`config.mk`:
```
export PLATFORM = sky130hd
export DESIGN_NAME = tick_serial_tx
export DESIGN_NICKNAME = d
export VERILOG_FILES = /design/src/rtl/tick_serial_tx.sv
export SDC_FILE = /design/constraint.sdc
export NUM_CORES = 1
export LEC_CHECK = 0
export BUFFER_PORTS_ARGS = -buffer_cell sky130_fd_sc_hd__buf_2
export CAP_MARGIN = 20
export CORE_MARGIN = 2
export CORE_UTILIZATION = 37
export CTS_BUF_LIST = sky130_fd_sc_hd__clkbuf_16
export DETAILED_ROUTE_END_ITERATION = 8
export GPL_TIMING_DRIVEN = 0
export PLACE_DENSITY = 0.57
export SYNTH_ARGS = -nofsm -noshare
export SYNTH_HDL_FRONTEND = slang
export SYNTH_SLANG_ARGS = --single-unit
```
`constraint.sdc`:
```
create_clock -name clk -period 1.55 [get_ports clk]
set_clock_uncertainty 0.05 [all_clocks]
set_input_delay 0.465 -clock clk [delete_from_list [all_inputs] [get_ports clk]]
set_output_delay 0.465 -clock clk [all_outputs]
set_load 0.01 [all_outputs]
```
`src/rtl/tick_serial_tx.sv`:
```
// Tick-paced frame serializer: accepts a parallel word over valid/ready and shifts it
// out LSB-first as start, data, optional even-parity and stop bits, one bit per tick.
module tick_serial_tx #(
  parameter int unsigned DATA_W    = 8,
  parameter int unsigned PARITY_EN = 0,
  parameter int unsigned STOP_BITS = 1
) (
  input  logic              clk,
  input  logic              reset,
  input  logic              tick,
  input  logic              in_valid,
  input  logic [DATA_W-1:0] in_data,
  output logic              in_ready,
  output logic              tx,
  output logic              busy,
  output logic              done
);

  localparam int unsigned CNT_W = $clog2(DATA_W) + 1;

  typedef enum logic [2:0] {
    IDLE,
    ALIGN,
    START,
    DATA,
    PARITY,
    STOP
  } state_t;

  state_t              state, state_d;
  logic [DATA_W-1:0]   shift, shift_d;
  logic                par, par_d;
  logic [CNT_W-1:0]    bit_cnt, bit_cnt_d;
  logic [1:0]          stop_cnt, stop_cnt_d;
  logic                tx_d, busy_d, done_d;

  // State and registered outputs
  always_ff @(posedge clk or posedge reset) begin
    if (reset) begin
      state    <= IDLE;
      shift    <= '0;
      par      <= 1'b0;
      bit_cnt  <= '0;
      stop_cnt <= '0;
      tx       <= 1'b1;
      busy     <= 1'b0;
      done     <= 1'b0;
    end else begin
      state    <= state_d;
      shift    <= shift_d;
      par      <= par_d;
      bit_cnt  <= bit_cnt_d;
      stop_cnt <= stop_cnt_d;
      tx       <= tx_d;
      busy     <= busy_d;
      done     <= done_d;
    end
  end

  // Next state; tx_d is the value of the bit that starts on this tick
  always_comb begin
    state_d    = state;
    shift_d    = shift;
    par_d      = par;
    bit_cnt_d  = bit_cnt;
    stop_cnt_d = stop_cnt;
    tx_d       = tx;
    busy_d     = busy;
    done_d     = 1'b0;

    case (state)
      IDLE: begin
        tx_d = 1'b1;
        if (in_valid) begin
          shift_d    = in_data;
          par_d      = ^in_data;
          bit_cnt_d  = '0;
          stop_cnt_d = '0;
          busy_d     = 1'b1;
          state_d    = ALIGN;
        end
      end
      ALIGN: begin
        if (tick) begin
          tx_d    = 1'b0;
          state_d = START;
        end
      end
      START: begin
        if (tick) begin
          tx_d    = shift[0];
          state_d = DATA;
        end
      end
      DATA: begin
        if (tick) begin
          shift_d   = shift >> 1;
          bit_cnt_d = bit_cnt + CNT_W'(1);
          if (bit_cnt == CNT_W'(DATA_W - 1)) begin
            if (PARITY_EN != 0) begin
              tx_d    = par;
              state_d = PARITY;
            end else begin
              tx_d    = 1'b1;
              state_d = STOP;
            end
          end else begin
            tx_d = shift_d[0];
          end
        end
      end
      PARITY: begin
        if (tick) begin
          tx_d    = 1'b1;
          state_d = STOP;
        end
      end
      STOP: begin
        tx_d = 1'b1;
        if (tick) begin
          if (stop_cnt == 2'(STOP_BITS - 1)) begin
            stop_cnt_d = '0;
            busy_d     = 1'b0;
            done_d     = 1'b1;
            state_d    = IDLE;
          end else begin
            stop_cnt_d = stop_cnt + 2'd1;
          end
        end
      end
      default: begin
        tx_d    = 1'b1;
        busy_d  = 1'b0;
        state_d = IDLE;
      end
    endcase
  end

  assign in_ready = (state == IDLE);

endmodule

```
==> flow_metrics.py <==
metrics = {
    "outcome": {
        "status": "finished with violations",
        "failed_checks": "negative setup slack",
    },
    "critical_path": {
        "r2r_end": "shift[4]",
        "critPathCaptureType": "flop",
        "crit_path_max_incr_delay_ps": 430,
        "worstRegToRegCells": 4,
        "cp_data_required_time_ps": 1640,
        "crit_arrival_ps": 1730,
        "crit_cells": 4,
        "r2r_setup_slack_ps": -90,
        "cpMaxStageDelayCell": "dfrtp_2",
        "cp_top_family": "flip-flops",
        "path_cells": "or3b_4, a21oi_4, buf_12, mux2_4",
        "critPathKind": "flop to flop",
        "r2r_start": "state[0]",
        "cp-startpoint": "state[0]",
        "endpoint": "shift[4]",
        "worstSetupStartpointType": "flop",
        "worst-path-buf-inv": 1,
        "cp_max_fo": 8,
    },
    "place": {
        "gp_congestion": 0.7529,
        "dp_hpwl_um": 1436,
        "pre_cts_ws_ps": -283.8,
        "io_buffers": 14,
    },
    "floorplanning": {
        "num_io_pins": 16,
        "dieArea_um2": 3305,
        "rows": 19,
        "fp.coreArea_um2": 2734,
        "die_height_um": 57.49,
        "fp.dieW_um": 57.49,
        "initial_core_util_pct": 38.72,
    },
    "worst_hold_path": {
        "hp-class": "input pin to async pin",
    },
    "cells_and_area": {
        "final_nets": 134,
        "fin_util_pct": 49.70,
        "diodes": 0,
        "fillers": 257,
        "drive_above_1_share_pct": 43.22,
        "syn2layout_area_growth_pct": 28.37,
    },
    "detailed_routing": {
        "viasPerCell": 5.268,
        "routed_wl_um": 2152,
        "ant_nets": 0,
        "drc_errors": 0,
        "wl_per_cell_um": 14.44,
        "vias": 785,
        "dr.pass1.iters": 3,
        "drt_iter0_drc": 17,
    },
    "synth": {
        "synth.top_cell.area_share_pct": 44.92,
        "yosysUniqueCellTypes": 34,
        "synth_largest_area_cell": "dfrtp_1",
        "yosysWarnings": 0,
        "async_flop_share_pct": 100.0,
        "syn_area_um2": 1059,
        "synth_edf_count": 0,
        "avgSynthCellArea_um2": 11.38,
        "syn-instance-count": 93,
        "yosysSeqAreaShare_pct": 47.40,
        "syn-num-nets": 108,
        "synthFlopType": "dfrtp_1",
        "postSynthRegisterBits": 20,
        "synth.area.top_cells": "dfrtp_1, mux2_2, ha_1",
    },
    "clock_network": {
        "cts.path.max_buffers": 2,
        "numCtsBuffers": 3,
        "cts.clk_slew.worst_paths_ps": 60,
        "cts-htree-levels": 1,
        "cts.sinks": 20,
        "cts_root_buf": "clkbuf_16",
        "cts_hold_buf": 0,
        "clock_latency_ps": 260,
        "cts_tree": "yes",
    },
    "timing": {
        "timing.final.ws_setup_ps": -92.04,
        "slew_violations": 0,
        "finalCritPeriodShare_pct": 105.9,
        "finalHoldViolations": 0,
        "max_freq_ghz": 0.6090,
        "final-setup-viol-count": 8,
        "fin_crit_ps": 1642,
        "rsz0062_at_grt": "true",
        "worst_pin_slew_ps": 770.5,
        "slew_headroom_pct": 48.58,
    },
    "global_routing": {
        "grt_pass1_wl_um": 3864,
        "antenna_found_initial": 0,
        "grt.overflow.total": 0,
        "grt_pass1_vias": 851,
        "grt_start_max_net_pins": 21,
        "grt_usage_pct": 15.74,
    },
    "pwr": {
        "power_density_nw_per_um2": 1934,
        "ir_drop_uv": 991.0,
        "p_total_mw": 2.627,
        "p_leak_nw": 0.6261,
    },
    "job": {
        "drv_cap": 0,
    },
}
-- layer usage --
metal	track usage [%]	wire length, um	vias up
met5	0	0	-
met3	3.628	86	5
li1	-	-	387
met4	7.973	55	0
met2	26.30	1019	14
met1	18.85	991	379
-- cells in the mapped netlist (all sizes together) (2+ instances only) --
cell type,n
dfrtp,19
mux2,15
inv,8
a21oi,5
buf,4
nand3,4
nor3,4
o21ai,4
ha,3
nand2,3
a22o,2
nor2b,2
-- flip-flops by register name, indices dropped and copies added, names as in the netlist --
signal and flops:
shift 8, bit_cnt 4, state 3, stop_cnt 2, busy 1, done 1, tx 1
-- worst register-to-register path, cell delays in order, from the launching register on --
cell and delay [ps]:
dfrtp_2 430, or3b_4 430, a21oi_4 160, buf_12 150, mux2_4 300
-- worst min path at each step --
stage           startpoint     endpoint  slack, ps
4_1_cts              reset  stop_cnt[0]        330
2_1_floorplan        reset   bit_cnt[0]        380
3_3_place_gp   stop_cnt[0]  stop_cnt[0]        440
3_5_place_dp   stop_cnt[0]  stop_cnt[0]        440
6_report             reset  stop_cnt[0]        290
5_1_grt              reset  stop_cnt[0]        360
-- placed cells by master, fill, tap and decap left out, types with 2 or more instances in the layout --
cell / count
mux2_2: 8
inv_1: 9
mux2_4: 7
dfrtp_1: 18
nor3_1: 3
nand2_1: 3
nor2b_1: 2
o21ai_0: 4
a21oi_1: 4
buf_2: 15
clkbuf_16: 3
buf_4: 7
ha_1: 3
nand3_1: 4
a22o_1: 2
-- timing repair --
action | CTS | global route
setup buffers | 3 | 4
endpoints found under the hold margin | 0 | 0
setup endpoints to repair | 10 | 15
pin swaps | 2 | 3
gates resized for setup | 8 | 4
-- through the flow --
stage                     hold slack [ps]  TNS, ps  area [um2]  std cells
after floorplan                     378.1   -533.0        1059         93
after global placement              438.5    -2202        1167        138
after detailed placement            439.9    -2308        1167        138
after CTS                           330.0   -629.8        1316        145
after global routing                359.2    -1052        1359        149
final                               287.3   -645.4        1359        149
-- kinds of logic after synthesis --
group | Yosys count | synth area share, %
AND/OR/NAND/NOR | 25 | 15.37
flip-flops | 20 | 47.40
adder cells (fa/ha/maj) | 3 | 3.546
buffers and inverters | 12 | 5.201
AO/OA/AOI/OAI | 17 | 11.59
multiplexers | 16 | 16.90
-- layout make-up --
type | instances | area [um2] | area share [%]
clock inverter | 1 | 3.754 | 0.2762
timing repair buffer | 21 | 135.1 | 9.945
clock buffer | 3 | 75.07 | 5.525
sequential | 20 | 503.0 | 37.02
multi-input combinational | 61 | 541.8 | 39.87
buffer | 4 | 31.28 | 2.302
tap | 31 | 38.79 | 2.855
inverter | 8 | 30.03 | 2.210
-- report_power, final --
| group | internal [mW] | switching (mW) |
|---|---|---|
| combinational | 0.709 | 0.484 |
| sequential | 0.739 | 0.155 |
| clock | 0.344 | 0.196 |
| total | 1.79 | 0.835 |
Power figures use the tool's default switching activity.
